$ cat src/rtl/clock_pulse_gen.sv
// Programmable square-wave / pulse-train generator running off the system clock.
// Configuration is captured when a sequence starts, and a zero length is
// treated as one. A down-counter times each HIGH and LOW phase. In burst mode
// an up-counter tracks how many periods have completed. Every output comes
// straight from a flop, so edge strobes and done line up with pulse_out.

module clock_pulse_gen #(
  parameter int CNT_W   = 16,
  parameter int BURST_W = 8
) (
  input  logic               clock,
  input  logic               reset,
  input  logic               start,
  input  logic               stop,
  input  logic               mode,
  input  logic [CNT_W-1:0]   high_cycles,
  input  logic [CNT_W-1:0]   low_cycles,
  input  logic [BURST_W-1:0] burst_len,
  output logic               pulse_out,
  output logic               edge_rise,
  output logic               edge_fall,
  output logic               busy,
  output logic               done
);

  typedef enum logic [1:0] {
    S_IDLE = 2'd0,
    S_HIGH = 2'd1,
    S_LOW  = 2'd2
  } state_e;

  localparam logic [CNT_W-1:0]   CNT_ZERO   = {CNT_W{1'b0}};
  localparam logic [CNT_W-1:0]   CNT_ONE    = {{(CNT_W-1){1'b0}}, 1'b1};
  localparam logic [BURST_W-1:0] BURST_ZERO = {BURST_W{1'b0}};
  localparam logic [BURST_W-1:0] BURST_ONE  = {{(BURST_W-1){1'b0}}, 1'b1};

  // A phase length of zero would never terminate; run it as one cycle instead.
  function automatic logic [CNT_W-1:0] map_cnt(input logic [CNT_W-1:0] v);
    map_cnt = (v == CNT_ZERO) ? CNT_ONE : v;
  endfunction

  // A burst of zero periods is meaningless; run it as a single period.
  function automatic logic [BURST_W-1:0] map_burst(input logic [BURST_W-1:0] v);
    map_burst = (v == BURST_ZERO) ? BURST_ONE : v;
  endfunction

  state_e             state_q, state_d;
  logic [CNT_W-1:0]   cnt_q, cnt_d;
  logic [BURST_W-1:0] burst_cnt_q, burst_cnt_d;

  logic               mode_q, mode_d;
  logic [CNT_W-1:0]   high_q, high_d;
  logic [CNT_W-1:0]   low_q, low_d;
  logic [BURST_W-1:0] burst_q, burst_d;

  logic               pulse_q, pulse_d;
  logic               rise_q, rise_d;
  logic               fall_q, fall_d;
  logic               busy_q, busy_d;
  logic               done_q, done_d;

  logic               load_cfg_s;
  logic [CNT_W-1:0]   high_in_s;
  logic               last_period_s;

  assign high_in_s     = map_cnt(high_cycles);
  // The counter holds completed periods, so the final period is reached when it equals B-1.
  assign last_period_s = mode_q && (burst_cnt_q == (burst_q - BURST_ONE));

  // Next-state, counter and registered-output logic for the IDLE/HIGH/LOW sequencer.
  always_comb begin
    state_d     = state_q;
    cnt_d       = cnt_q;
    burst_cnt_d = burst_cnt_q;
    pulse_d     = 1'b0;
    rise_d      = 1'b0;
    fall_d      = 1'b0;
    busy_d      = 1'b0;
    done_d      = 1'b0;
    load_cfg_s  = 1'b0;

    case (state_q)
      S_IDLE: begin
        if (start && !stop) begin
          load_cfg_s  = 1'b1;
          state_d     = S_HIGH;
          cnt_d       = high_in_s - CNT_ONE;
          burst_cnt_d = BURST_ZERO;
          pulse_d     = 1'b1;
          rise_d      = 1'b1;
          busy_d      = 1'b1;
        end else begin
          state_d     = S_IDLE;
          cnt_d       = CNT_ZERO;
          burst_cnt_d = BURST_ZERO;
        end
      end

      S_HIGH: begin
        if (stop) begin
          // pulse_out is high throughout HIGH, so an abort here is always a falling edge.
          state_d     = S_IDLE;
          cnt_d       = CNT_ZERO;
          burst_cnt_d = BURST_ZERO;
          fall_d      = 1'b1;
        end else if (cnt_q == CNT_ZERO) begin
          state_d = S_LOW;
          cnt_d   = low_q - CNT_ONE;
          fall_d  = 1'b1;
          busy_d  = 1'b1;
        end else begin
          cnt_d   = cnt_q - CNT_ONE;
          pulse_d = 1'b1;
          busy_d  = 1'b1;
        end
      end

      S_LOW: begin
        if (stop) begin
          state_d     = S_IDLE;
          cnt_d       = CNT_ZERO;
          burst_cnt_d = BURST_ZERO;
        end else if (cnt_q == CNT_ZERO) begin
          if (last_period_s) begin
            state_d     = S_IDLE;
            cnt_d       = CNT_ZERO;
            burst_cnt_d = BURST_ZERO;
            done_d      = 1'b1;
          end else begin
            state_d = S_HIGH;
            cnt_d   = high_q - CNT_ONE;
            pulse_d = 1'b1;
            rise_d  = 1'b1;
            busy_d  = 1'b1;
            if (mode_q) begin
              burst_cnt_d = burst_cnt_q + BURST_ONE;
            end else begin
              burst_cnt_d = burst_cnt_q;
            end
          end
        end else begin
          cnt_d  = cnt_q - CNT_ONE;
          busy_d = 1'b1;
        end
      end

      default: begin
        state_d     = S_IDLE;
        cnt_d       = CNT_ZERO;
        burst_cnt_d = BURST_ZERO;
      end
    endcase
  end

  // Configuration shadow registers: captured only when a sequence is accepted.
  always_comb begin
    mode_d  = mode_q;
    high_d  = high_q;
    low_d   = low_q;
    burst_d = burst_q;
    if (load_cfg_s) begin
      mode_d  = mode;
      high_d  = high_in_s;
      low_d   = map_cnt(low_cycles);
      burst_d = map_burst(burst_len);
    end else begin
      mode_d  = mode_q;
      high_d  = high_q;
      low_d   = low_q;
      burst_d = burst_q;
    end
  end

  // Sequencer state and counters.
  always_ff @(posedge clock or posedge reset) begin
    if (reset) begin
      state_q     <= S_IDLE;
      cnt_q       <= CNT_ZERO;
      burst_cnt_q <= BURST_ZERO;
    end else begin
      state_q     <= state_d;
      cnt_q       <= cnt_d;
      burst_cnt_q <= burst_cnt_d;
    end
  end

  // Latched configuration.
  always_ff @(posedge clock or posedge reset) begin
    if (reset) begin
      mode_q  <= 1'b0;
      high_q  <= CNT_ZERO;
      low_q   <= CNT_ZERO;
      burst_q <= BURST_ZERO;
    end else begin
      mode_q  <= mode_d;
      high_q  <= high_d;
      low_q   <= low_d;
      burst_q <= burst_d;
    end
  end

  // Registered outputs.
  always_ff @(posedge clock or posedge reset) begin
    if (reset) begin
      pulse_q <= 1'b0;
      rise_q  <= 1'b0;
      fall_q  <= 1'b0;
      busy_q  <= 1'b0;
      done_q  <= 1'b0;
    end else begin
      pulse_q <= pulse_d;
      rise_q  <= rise_d;
      fall_q  <= fall_d;
      busy_q  <= busy_d;
      done_q  <= done_d;
    end
  end

  assign pulse_out = pulse_q;
  assign edge_rise = rise_q;
  assign edge_fall = fall_q;
  assign busy      = busy_q;
  assign done      = done_q;

  clock_pulse_gen_chk u_chk (
    .clock     (clock),
    .reset     (reset),
    .edge_rise (rise_q),
    .edge_fall (fall_q),
    .busy      (busy_q),
    .done      (done_q)
  );

endmodule

// Output invariants of the generator: edges are mutually exclusive and done
// only appears once the sequencer is no longer busy.
module clock_pulse_gen_chk (
  input logic clock,
  input logic reset,
  input logic edge_rise,
  input logic edge_fall,
  input logic busy,
  input logic done
);

  a_edges_exclusive: assert property (@(posedge clock) disable iff (reset)
    !(edge_rise && edge_fall));

  a_done_not_busy: assert property (@(posedge clock) disable iff (reset)
    !(done && busy));

endmodule

$ cat config.mk
export PLATFORM = sky130hd
export DESIGN_NAME = clock_pulse_gen
export DESIGN_NICKNAME = d
export VERILOG_FILES = /design/src/rtl/clock_pulse_gen.sv
export SDC_FILE = /design/constraint.sdc
export NUM_CORES = 1
export LEC_CHECK = 0
export CORE_MARGIN = 2
export CORE_UTILIZATION = 44
export DETAILED_ROUTE_END_ITERATION = 8
export PLACE_DENSITY_LB_ADDON = 0.2
export SETUP_SLACK_MARGIN = 0.4
export SLEW_MARGIN = 20
export SYNTH_ARGS = -nofsm -noshare
export SYNTH_HDL_FRONTEND = slang
export SYNTH_SLANG_ARGS = --single-unit
$ cat constraint.sdc
create_clock -name clock -period 8.3 [get_ports clock]
set_input_delay 2.49 -clock clock [delete_from_list [all_inputs] [get_ports clock]]
set_output_delay 2.49 -clock clock [all_outputs]
set_load 0.02 [all_outputs]
==> metrics, run 1 <==
1st-iter DRT viols=250; hold crit path type=reg2reg; Seq/Total Area, Yosys=0.397; status=finished, final reports clean; WHS Path Cells=2; Crit. End Element=flip-flop; Root Buffer=clkbuf_8; Post-CTS Setup Inserts=0; Syn Nets=587; synth unique cells=58; Worst-Margin Slew=0.900 ns; clk buf depth=2; Switching Fraction=0.442; ys flop type=dfrtp_1; CTS sink count=72; Lkg Pwr=2.32 nW; R2R Path End=cnt_q[13]; internal power=0.000911 W; Pwr per Cell Area=305 mW/mm²; Vias=4,041; syn avg cell area=8.47 µm²; Die W=106 µm; Seq pwr share=0.376; cell depth of the worst flop-to-flop path=7; Clk Latency, worst-skew pair=0.36 ns; critical path launch point type=primary input; die area=0.0111 mm²; Overall Power=0.00163 W; warnings from Yosys=0; Post-synth top cells=136 x nand2_1, 72 x dfrtp_1, 33 x o21ai_0; clk_skew=0.0119 ns; CP arrival=5.15 ns; max_cap viols=0; RePlAce Congestion=0.904; R2R setup slack=5.40 ns; PortBufs=49; vias per cell=5.60; Final Hold Vio Count=0; Area Growth Syn to Fin=17.7%; wire length per cell=16.4 µm; Final Critical Period=4.92 ns; final period utilization=0.593; min-delay src=low_q[15]; WL final=11.8 mm; row cnt=37; post-place setup slack=3.04 ns; vias in the first global route=3,961; synthesis-stage register bit count=72; TNS Setup=0 ns; Logic pwr share=0.455; Die H=106 µm; ANT cells=0; Layout Utilization=0.525; final setup violating endpoints=0; RSZ-0062 raised after global routing=false; clock share of power=0.169; Net Sw Power=0.000722 W; Gate Count Post-Synth=536; I/O pins=50; VDD IR max=0.000119 V; RR Startpoint=cnt_q[0]; Post-CTS Hold Buffers=0; DP HPWL=8.82 mm; kind of critical path=in2reg; Starting Density=0.446; Num CTS Buffers=9; Required @ worst endpoint=8.53 ns; slew margin rel.=0.400; number of remaining DRC errors=0; Total GRT Usage=0.224; WHS=0.503 ns; Final Max Slew Viols=0; fmax=203 MHz; area share of the leading cell type in the synthesized netlist=0.397; htree depth=3; first-pass iteration count of the detailed router=5; antenna viol nets, final=0; grt total ovfl=0; maximum fanout along the worst path=6; Crit. Startpoint=high_cycles[3]; pin count of the biggest net entering global routing=73; share of cells above drive strength 1=0.0683; Async S/R FF share, synth=1.00; Core Region=0.0102 mm²; Clk pin slew, worst setup/hold paths=0.08 ns; Nets=632; Hold Path End=low_q[15]; antenna violations before repair=0; CTS tree=yes; global-route wire length before repair=19.7 mm; largest cells by area after synthesis=dfrtp_1 40%, nand2_1 11%, xor2_1 5.6%, xnor2_1 5.2%, o21ai_0 3.6%; area leader, netlist=dfrtp_1; Syn Std Cell Area=0.00454 mm²; post-CTS resize count=0; most frequent cell after synthesis=nand2_1; setup ws final=3.38 ns; EDFF count, synth=0
-- metrics by stage --
stage | cells | cell area, µm²
3_3_place_gp | 706 | 5160
4_1_cts | 722 | 5350
5_1_grt | 722 | 5350
3_5_place_dp | 706 | 5160
2_1_floorplan | 536 | 4540
6_report | 722 | 5350
-- sequential cells by signal, indices dropped and copies added, names as in the netlist --
register     cells
low_q           16
busy             1
done             1
state_q          2
edge_rise        1
high_q          16
pulse_out        1
cnt_q           16
burst_cnt_q      8
burst_q          8
mode_q           1
edge_fall        1
-- worst max-delay path, stage by stage --
cell and delay [ns]:
clkdlybuf4s50_1 0.52, nor4_1 0.54, nand3b_1 0.24, nor2_1 0.25, a21oi_1 0.11, ha_1 0.23, nand2b_1 0.12, or3b_1 0.21
nor2_1 0.07, xnor2_1 0.12, a22oi_1 0.18, nand2_1 0.08
-- per-layer routing --
metal,wire length (µm),global-route usage,up-vias
li1,-,-,1987
met5,0,0,-
met2,5620,0.345,98
met3,502,0.0439,15
met4,196,0.0818,0
met1,5520,0.314,1941
-- placed cells by master (no fill, tap or decap), types with 4 or more instances in the layout --
master / synthesis / routed
nand2_1: 136 / 136
dfrtp_1: 72 / 72
clkdlybuf4s50_1: 0 / 49
o21ai_0: 33 / 33
xor2_1: 29 / 29
nor2_1: 27 / 27
xnor2_1: 27 / 27
a21oi_1: 19 / 19
nor4_1: 18 / 18
nor3_1: 16 / 16
nand3_1: 14 / 14
inv_1: 14 / 13
o211ai_1: 9 / 9
clkbuf_8: 0 / 9
ha_1: 6 / 6
nor3b_1: 5 / 5
o31ai_1: 5 / 5
or4_1: 5 / 5
nand3b_1: 5 / 5
or3_1: 5 / 5
buf_4: 0 / 5
a21o_1: 4 / 4
nand2b_1: 4 / 4
o22ai_1: 4 / 4
-- worst max-delay path by stage --
stage	depth (start not counted)	slack (ns)	to
floorplan	11	3.94	cnt_q[12]
global placement	12	3.16	cnt_q[12]
detailed placement	12	3.04	cnt_q[12]
CTS	12	3.41	cnt_q[12]
global route	12	3.14	cnt_q[12]
finish	12	3.38	cnt_q[12]
-- logic make-up (layout without fill, tap and decap cells) --
kind of cell / Yosys count / count (layout) / synth area share
AO/OA/AOI/OAI: 98 / 98 / 0.144
XOR/XNOR: 56 / 56 / 0.108
adder cells (fa/ha/maj): 6 / 6 / 0.0165
buffers and inverters: 34 / 84 / 0.0306
flip-flops: 72 / 72 / 0.397
multiplexers: 5 / 5 / 0.0118
AND/OR/NAND/NOR: 265 / 265 / 0.293
-- area by class of cell --
class	instances	area, µm²
Inverter	14	52.6
Multi-Input combinational cell	430	2610
Sequential cell	72	1800
Timing Repair Buffer	54	528
Clock buffer	10	128
Fill cell	952	4840
Clock inverter	6	60.1
Tap cell	136	170
-- power groups by stage --
| stage | registers [W] | logic [W] | clock network, W |
|---|---|---|---|
| finish | 0.000615 | 0.000743 | 0.000275 |
| global route | 0.000634 | 0.000833 | 0.000295 |
| CTS | 0.000613 | 0.000739 | 0.000280 |
| detailed placement | 0.000620 | 0.000733 | 0 |
| global placement | 0.000614 | 0.000722 | 0 |
| floorplan | 0.000590 | 0.000550 | 0 |
(Power assumes the default switching activity.)
==> run 2, diff against run 1 <==
- clock period: 8.3 -> 4.6 ns (I/O delays scaled with it)
==> metrics, run 2 (synthesis results as in run 1) <==
max_cap viols=0; Top Registers=cnt_q x16, high_q x16, low_q x16; die area=0.0111 mm²; kind of critical path=in2reg; leading cell type in the layout, fill and taps excluded=nand2_1; R2R setup slack=1.58 ns; vias per cell=5.69; commonest non-fill, non-tap cells in the layout=136 x nand2_1, 72 x dfrtp_1, 49 x clkdlybuf4s50_1, 33 x o21ai_0, 29 x xor2_1; RePlAce Congestion=0.904; post-CTS resize count=0; ANT cells=0; Final Max Slew Viols=0; global-route wire length before repair=20.2 mm; Core Region=0.0102 mm²; Nets=633; Area Growth Syn to Fin=18.9%; Pwr per Cell Area=562 mW/mm²; # fillers=974; CTS sink count=72; hold crit path type=reg2reg; 1st-iter DRT viols=291; final setup violating endpoints=0; non-filler cells, final=723; final period utilization=0.843; Vias=4,116; critical path launch point type=primary input; met3 usage=0.0315; placed cell count=707; post-place setup slack=0.460 ns; htree depth=3; vias in the first global route=4,004; antenna violations before repair=0; Worst-Margin Slew=0.937 ns; gr busiest metal=met2; Root Buffer=clkbuf_8; worst path cell trace=clkdlybuf4s50_1 -> nor4_1 -> nand3b_1 -> nor2_1 -> a21oi_1 -> ha_1 -> nand2b_1 -> or3b_1 -> nor2_1 -> xnor2_1 -> a22oi_1 -> nand2_1; Post-CTS Setup Inserts=0; status=finished, final reports clean; routing usage on met1=0.322; Die W=106 µm; Final Critical Period=3.88 ns; crit-path most repeated cell=nor2_1; setup ws final=0.723 ns; Worst path slowest cell=nor4_1; pin count of the biggest net entering global routing=54; Crit. End Element=flip-flop; first-pass iteration count of the detailed router=5; share of cells above drive strength 1=0.0698; maximum fanout along the worst path=6; WHS=0.498 ns; CP peak stage delay=0.55 ns; TNS Setup=0 ns; Layout Utilization=0.530; Post-CTS Hold Buffers=0; VDD IR max=0.000261 V; Starting Density=0.446; Total GRT Usage=0.230; Lkg Pwr=2.35 nW; wire length per cell=16.9 µm; Required @ worst endpoint=4.82 ns; grt total ovfl=0; WL final=12.3 mm; clk_skew=0.0186 ns; Clk Latency, worst-skew pair=0.36 ns; PortBufs=49; I/O pins=50; RSZ-0062 raised after global routing=false; number of remaining DRC errors=0; CTS tree=yes; Final Hold Vio Count=0; antenna viol nets, final=0; Num CTS Buffers=9; slew margin rel.=0.369; met2 Use GR=0.356; CP arrival=4.10 ns; Die H=106 µm; fmax=258 MHz; Clk pin slew, worst setup/hold paths=0.09 ns; DP HPWL=9.14 mm; row cnt=37; clk buf depth=2
-- run 2: cell count changes in the layout (fill, tap and decap cells not counted) --
cell | before | now
clkbuf_8 | 9 | 10
clkinvlp_4 | 2 | 0
inv_6 | 0 | 1
clkinv_2 | 3 | 2
bufinv_16 | 1 | 2
buf_12 | 0 | 1
-- run 2: final timing paths --
check                               start    endpoint  cells past startpoint
max reg2reg                      cnt_q[0]   cnt_q[13]                      7
max                        high_cycles[3]   cnt_q[12]                     12
max in group asynchronous           reset  high_q[12]                      3
min in group asynchronous           reset        busy                      2
min reg2reg                    burst_q[7]  burst_q[7]                      2
min                            burst_q[7]  burst_q[7]                      2
-- run 2: metal layers --
metal	vias up	share of wire
met2	138	0.45
li1	1982	-
met5	-	0
met1	1964	0.47
met4	0	0.032
met3	32	0.051
-- run 2: layout make-up --
type	instances	area, µm²	share of cell area
inverters	14	52.6	0.00973
clock buffers	11	141	0.0262
repair buffers	55	548	0.102
clock inverters	5	78.8	0.0146
multi-input cells	430	2610	0.483
well taps	136	170	0.0315
flip-flops and latches	72	1800	0.334
-- run 2: power by group --
group	total (W)	switching, W	internal, W	leakage (nW)
Clock	0.000580	0.000259	0.000321	0.114
Sequential	0.00111	0.000264	0.000845	0.924
Combinational	0.00134	0.000790	0.000553	1.31
Total	0.00303	0.00131	0.00172	2.35
-- run 2: stage by stage --
step                total power [W]  area [µm²]
detailed placement          0.00244        5180
CTS                         0.00303        5400
floorplan                   0.00206        4540
global placement            0.00241        5180
global route                0.00326        5400
finish                      0.00303        5400
-- run 2: critical path, delay by kind of cell --
family                     cells  cell delay, ns
AOI/OAI and AO/OA              2            0.29
adders and majority gates      1            0.23
and+or+nand+nor                7            1.55
xor gates and xnor gates       1            0.14
buffers and inverters          1            0.53
==> run 3, diff against run 2 <==
- clock period: 4.6 -> 3.95 ns (I/O delays scaled with it)
==> metrics, run 3 (synthesis results as in run 1) <==
status=finished, final reports clean; final period utilization=0.856; grt total ovfl=0; Crit. End Element=flip-flop; DP HPWL=9.24 mm; pin count of the biggest net entering global routing=54; Nets=641; leading cell type in the layout, fill and taps excluded=nand2_1; htree depth=3; R2R Path End=busy; commonest non-fill, non-tap cells in the layout=136 x nand2_1, 72 x dfrtp_1, 49 x clkdlybuf4s50_1, 33 x o21ai_0, 29 x xor2_1; die area=0.0111 mm²; CP arrival=3.66 ns; Core Region=0.0102 mm²; RePlAce Congestion=0.895; Final Critical Period=3.38 ns; Num CTS Buffers=9; Area Growth Syn to Fin=20.9%; row cnt=37; vias in the first global route=4,105; Hold Path End=burst_q[7]; global-route wire length before repair=20.5 mm; clk_skew=0.0106 ns; Final Max Slew Viols=0; Root Buffer=clkbuf_8; VDD IR max=0.000272 V; number of remaining DRC errors=0; 1st-iter DRT viols=292; kind of critical path=in2reg; Starting Density=0.446; Layout Utilization=0.539; Die H=106 µm; cell depth of the worst flop-to-flop path=6; Clk pin slew, worst setup/hold paths=0.08 ns; placed cell count=715; vias per cell=5.62; maximum fanout along the worst path=6; WL final=12.3 mm; Top Registers=cnt_q x16, high_q x16, low_q x16; R2R setup slack=1.25 ns; hold crit path type=reg2reg; Required @ worst endpoint=4.23 ns; Final Hold Vio Count=0; slew margin rel.=0.410; critical path launch point type=primary input; Vias=4,107; non-filler cells, final=731; ANT cells=0; Post-CTS Setup Inserts=0; first-pass iteration count of the detailed router=5; final setup violating endpoints=0; RR Startpoint=cnt_q[0]; Clk Latency, worst-skew pair=0.36 ns; I/O pins=50; share of cells above drive strength 1=0.0840; Lkg Pwr=2.40 nW; CTS tree=yes; Total GRT Usage=0.234; fmax=296 MHz; wire length per cell=16.9 µm; min-delay src=burst_q[7]; WHS Path Cells=2; max_cap viols=0; TNS Setup=0 ns; PortBufs=49; antenna viol nets, final=0; Die W=106 µm; Pwr per Cell Area=658 mW/mm²; CTS sink count=72; RSZ-0062 raised after global routing=true; antenna violations before repair=0; clk buf depth=2; Worst-Margin Slew=0.877 ns
[run 3: timing repair]
action                     4_1_cts  5_1_grt
hold buffers                     0        0
gates resized for setup          0        1
setup endpoints to repair        0        2
[run 3: per-stage QoR]
| stage | cell area (µm²) | setup WS [ns] | hold WS [ns] | power [W] |
|---|---|---|---|---|
| floorplan | 4540 | 0.897 | 0.466 | 0.00240 |
| global placement | 5240 | 0.284 | 0.490 | 0.00283 |
| detailed placement | 5240 | 0.248 | 0.494 | 0.00286 |
| CTS | 5480 | 0.590 | 0.515 | 0.00361 |
| global route | 5490 | 0.370 | 0.553 | 0.00389 |
| finish | 5490 | 0.570 | 0.512 | 0.00361 |
[run 3: critical path, stage by stage]
cell and delay, ns:
clkdlybuf4s50_1 0.61, nor4_2 0.10, nand3b_1 0.18, nor2_1 0.10
a21oi_1 0.16, ha_1 0.19, nand2b_1 0.11, or3b_1 0.46
nor3_1 0.24, xor2_1 0.17, nand2_1 0.07, o211ai_1 0.08
[run 3: worst max path at each step]
stage / endpoint / depth (start not counted) / slack, ns / startpoint
2_1_floorplan: cnt_q[12] / 11 / 0.90 / high_cycles[3]
3_3_place_gp: cnt_q[12] / 12 / 0.28 / high_cycles[3]
3_5_place_dp: cnt_q[12] / 12 / 0.25 / high_cycles[3]
4_1_cts: cnt_q[12] / 12 / 0.59 / high_cycles[3]
5_1_grt: cnt_q[14] / 12 / 0.37 / high_cycles[3]
6_report: cnt_q[14] / 12 / 0.57 / high_cycles[3]
[run 3: routing by layer]
layer | vias to the layer above | track usage | share of wire
li1 | 2004 | - | -
met1 | 1976 | 0.332 | 0.48
met2 | 111 | 0.359 | 0.46
met3 | 16 | 0.0390 | 0.045
met4 | 0 | 0.0883 | 0.020
met5 | - | 0 | 0
[run 3: power by group]
part | internal [W] | leakage, nW | switching, W
clock network | 0.000437 | 0.124 | 0.000298
logic | 0.000658 | 1.35 | 0.000918
registers | 0.000985 | 0.924 | 0.000317
[run 3: area by class of cell]
cell class              instances  area (µm²)
well taps                     136         170
repair buffers                 63         608
inverters                      14        52.6
fillers                       967        4690
clock inverters                 5         104
flip-flops and latches         72        1800
multi-input cells             430        2610
clock buffers                  11         141
==> edit 1: new RTL, flow settings as in run 1 <==
Change the parameter `CNT_W` from 16 to 20.
--- a/src/rtl/clock_pulse_gen.sv
+++ b/src/rtl/clock_pulse_gen.sv
@@ -6,5 +6,5 @@
 
 module clock_pulse_gen #(
-  parameter int CNT_W   = 16,
+  parameter int CNT_W   = 20,
   parameter int BURST_W = 8
 ) (
Ports: changed (resized high_cycles and low_cycles); port bits go from 50 to 58. The function was not compared with the original's and may differ.
==> edit 1 against run 1 <==
- synthesized area is 20% higher
- wire length up 24%
- non-clock buffer count increased by 10
- count of clock-buffer cells in the layout rose by 1
- via count increased by 22%
- sequential cell count grew 12
- design area grew 23%
- register-to-register slack lost 0.40 ns
- critical path depth is 2 lower
- sequential share of layout area decreased by 1.7 points
- global-route usage increased by 1.1 points
- worst setup slack lost 0.28 ns
- die area increased by 20%
- power increased by 21%
- critical endpoint is now cnt_q[18]
- highest routed layer unchanged
==> edit 1: results (changes against run 1) <==
critPathMaxFanout: 7  # +1
pg_seq_uw: 685  # +11%
arrival_ns: 5.41  # +0.26 ns
dr_wl_met2_mm: 6.70  # +19%
ys_seq_area_share_pct: 38.4  # -1.2 points
met2_usage_pct: 36.7  # +2.3 points
slowest_delay_ns: 0.65  # +0.11 ns
dpl_cell_area_um2: 6200  # +20%
synth-xor-area-share_pct: 11.4  # +0.57 points
viasPerCell: 5.61  # +0.28%
synth_fa_ha_area_share_pct: 1.37  # -0.28 points
grtUsageTotal_pct: 23.5  # +1.1 points
globalplace.congestion: 0.894  # -1.2%
slowest_stage: "or4_1"
layout-drive-gt1-share_pct: 8.35  # +1.5 points
grt_pass1_vias: 4816  # +22%
p_clk_uw: 509  # +85%
root_buffer: "clkbuf_16"
place_ws_ns: 2.76  # -0.279 ns
grt_pass1_wl_mm: 24.4  # +24%
stdcell_area_um2: 6580  # +23%
wl_met3_um: 586  # +17%
leakagePower_uw: 0.00277  # +19%
drt-pass1-iter-count: 4  # -1
status: "finished clean"
clk_pin_slew_worst_paths_ns: 0.06  # -0.02 ns
synth_cell_type_count: 65  # +12%
instances_no_fill: 875  # +21%
drtIter0Drc: 434  # +74%
top_regs: "cnt_q (20), high_q (20), low_q (20)"
dp_hpwl_mm: 10.9  # +23%
synth_compound_area_share_pct: 13.2  # -1.2 points
synth_nets: 711  # +21%
sw_frac_of_total_pct: 39.6  # -4.6 points
-- edit 1: path summary, 6_finish.rpt --
| kind | from | to | slack, ns | depth (start not counted) |
|---|---|---|---|---|
| worst max-delay path | high_cycles[13] | cnt_q[18] | 3.10 | 10 |
| min in group asynchronous | reset | low_q[5] | 2.51 | 2 |
| worst min register to register | high_q[19] | high_q[19] | 0.50 | 2 |
| max in group asynchronous | reset | high_q[18] | 4.70 | 3 |
| worst max register to register | burst_q[0] | cnt_q[14] | 5.00 | 8 |
| worst min-delay path | high_q[19] | high_q[19] | 0.50 | 2 |
-- edit 1: layout make-up --
| cell class | instances | area share, % |
|---|---|---|
| clock buffers | 11 | 3.84 |
| flip-flops and latches | 84 | 32.0 |
| multi-input cells | 529 | 48.8 |
| inverters | 15 | 0.875 |
| well taps | 168 | 3.20 |
| clock inverters | 4 | 1.83 |
| repair buffers | 64 | 9.48 |
==> edit 2: new RTL, flow settings as in run 1 <==
Made on the original files. Encoding of `state_e`: now one-hot (3 bits for 3 states).
--- a/src/rtl/clock_pulse_gen.sv
+++ b/src/rtl/clock_pulse_gen.sv
@@ -24,8 +24,8 @@
 );
 
-  typedef enum logic [1:0] {
-    S_IDLE = 2'd0,
-    S_HIGH = 2'd1,
-    S_LOW  = 2'd2
+  typedef enum logic [2:0] {
+    S_IDLE = 3'b001,
+    S_HIGH = 3'b010,
+    S_LOW  = 3'b100
   } state_e;
 
Function: same outputs for any inputs over 10 cycles, from zero or initial values and one cycle with reset high; not proved beyond that.
==> edit 2 against run 1 <==
- synthesized area grew 0.44%
- sequential cell count grew 1
- non-clock buffer count unchanged
- sequential share of layout area up 0.17 points
- design area increased by 0.94%
- worst setup slack worse by 0.62 ns
- worst hold slack better by 0.0054 ns
- wire length is 4.4% higher
- utilization up 0.49 points
- largest cell class unchanged
Power is not compared: it rests on default switching activity, and its combinational part moved more than twofold at a synthesized area within 25%.
==> edit 2: results (changes against run 1) <==
status: "finished clean"
dp_hpwl_mm: 9.07  # +2.9%
diodes: 0  # unchanged
detail_route.wl_per_cell_um: 16.9  # +3.3%
clk_pin_slew_worst_paths_ns: 0.07
cts-htree-levels: 3  # unchanged
place_ws_ns: 2.52  # -0.512 ns
place_inst: 714  # +1.1%
crit_start: "high_cycles[7]"
ir_drop_v: 0.0000835
synth_nets: 594  # +1.2%
drt-pass1-iter-count: 5  # unchanged
grt_pass1_wl_mm: 20.5  # +4.2%
root_buffer: "clkbuf_8"
fillers: 991  # +4.1%
layout-drive-gt1-share_pct: 6.40  # -0.43 points
grt_pass1_vias: 4091  # +3.3%
synthArstFlopShare_pct: 100  # unchanged
ctsResizeCount: 0  # unchanged
globalplace.congestion: 0.937  # +3.6%
slew_headroom_pct: 36.9  # -3.1 points
cts_buffers: 9  # unchanged
grtUsageTotal_pct: 23.4  # +1.0 points
arrival_ns: 5.76  # +0.61 ns
rr_startpoint: "cnt_q[11]"
ys_seq_area_share_pct: 40.1  # +0.40 points
synth_common_cells: "141 x nand2_1, 72 x dfrtp_1, 31 x nor2_1, 28 x xnor2_1, 27 x o21ai_0"
synth_warnings: 0  # unchanged
ys_top_cells_by_area: "dfrtp_1 40%, nand2_1 12%, xnor2_1 5.4%"
antenna_found_initial: 0  # unchanged
num_vias: 4204  # +4.0%
skew_ns: 0.0113  # -0.000656 ns
hold_class: "reg -> reg"
critPathMaxFanout: 5  # -1
instances_no_fill: 730  # +1.1%
cts_setup_buffers: 0  # unchanged
nets: 640  # +1.3%
synth_cell_type_count: 66  # +14%
syn_avg_cell_area_um2: 8.40  # -0.85%
drtIter0Drc: 401  # +60%
synthFlopType: "dfrtp_1"
clk_path_buf_depth: 2  # unchanged
hp-start: "high_q[15]"
port_buffers: 49  # unchanged
leakagePower_uw: 0.00230
grt_max_degree: 74  # +1.4%
clk_latency_ns: 0.35
top_regs: "cnt_q (16), high_q (16), low_q (16)"
edit 2: critical path, cell delays in order:
cell	delay, ns
clkdlybuf4s50_1	0.63
or4_1	0.29
nor4_4	0.10
a21oi_1	0.24
ha_1	0.22
or3b_2	0.50
nor4_1	0.73
nand2_1	0.16
xor2_1	0.17
nor2_1	0.06
nor2_1	0.11
o31ai_1	0.07
edit 2: area by class of cell:
cell class	instances	area (µm²)	area share, %
Timing Repair Buffer	54	528	9.78
Tap cell	136	170	3.15
Clock buffer	13	159	2.94
Multi-Input combinational cell	438	2620	48.6
Inverter	13	48.8	0.904
Sequential cell	73	1830	33.9
Clock inverter	3	40.0	0.742
edit 2: kinds of logic (layout without fill, tap and decap cells):
kind of cell               Yosys count  count (layout)  share of synthesized area, %
buffers and inverters               32              83                          2.69
adders and majority gates            6               6                          1.65
and+or+nand+nor                    275             275                          28.9
AOI/OAI and AO/OA                  103             103                          16.1
muxes                                1               1                         0.247
xor gates and xnor gates            53              53                          10.3
DFF                                 73              73                          40.1
edit 2: worst paths after layout:
kind                               to  slack [ns]  cells past startpoint
max                         cnt_q[14]        2.76                     12
min                        high_q[15]        0.51                      2
max reg2reg                 cnt_q[11]        5.00                      6
min reg2reg                high_q[15]        0.51                      2
max in group asynchronous   low_q[12]        4.94                      3
min in group asynchronous  state_q[2]        2.76                      3
edit 2: report_power, final:
part           internal, µW  leakage [µW]  switching (µW)
Clock                   155      0.000103             130
Sequential              404      0.000941            57.6
Combinational           121       0.00125             175
edit 2: per-layer routing:
layer / track usage, % / part of all wire [%] / vias to the layer above
met2: 38.4 / 48 / 158
met3: 3.65 / 6.1 / 21
met5: 0 / 0 / -
li1: - / - / 2015
met4: 10.4 / 2.6 / 0
met1: 30.6 / 43 / 2010
edit 2: stage by stage:
stage          hold WS (ns)  cell area [µm²]  utilization (%)  total power, µW
3_5_place_dp          0.497             5200             51.0              762
6_report              0.508             5400             53.0             1040
2_1_floorplan         0.466             4560                -              662
4_1_cts               0.515             5400             53.0             1050
5_1_grt               0.561             5400             53.0             1110
3_3_place_gp          0.487             5200             51.0              754
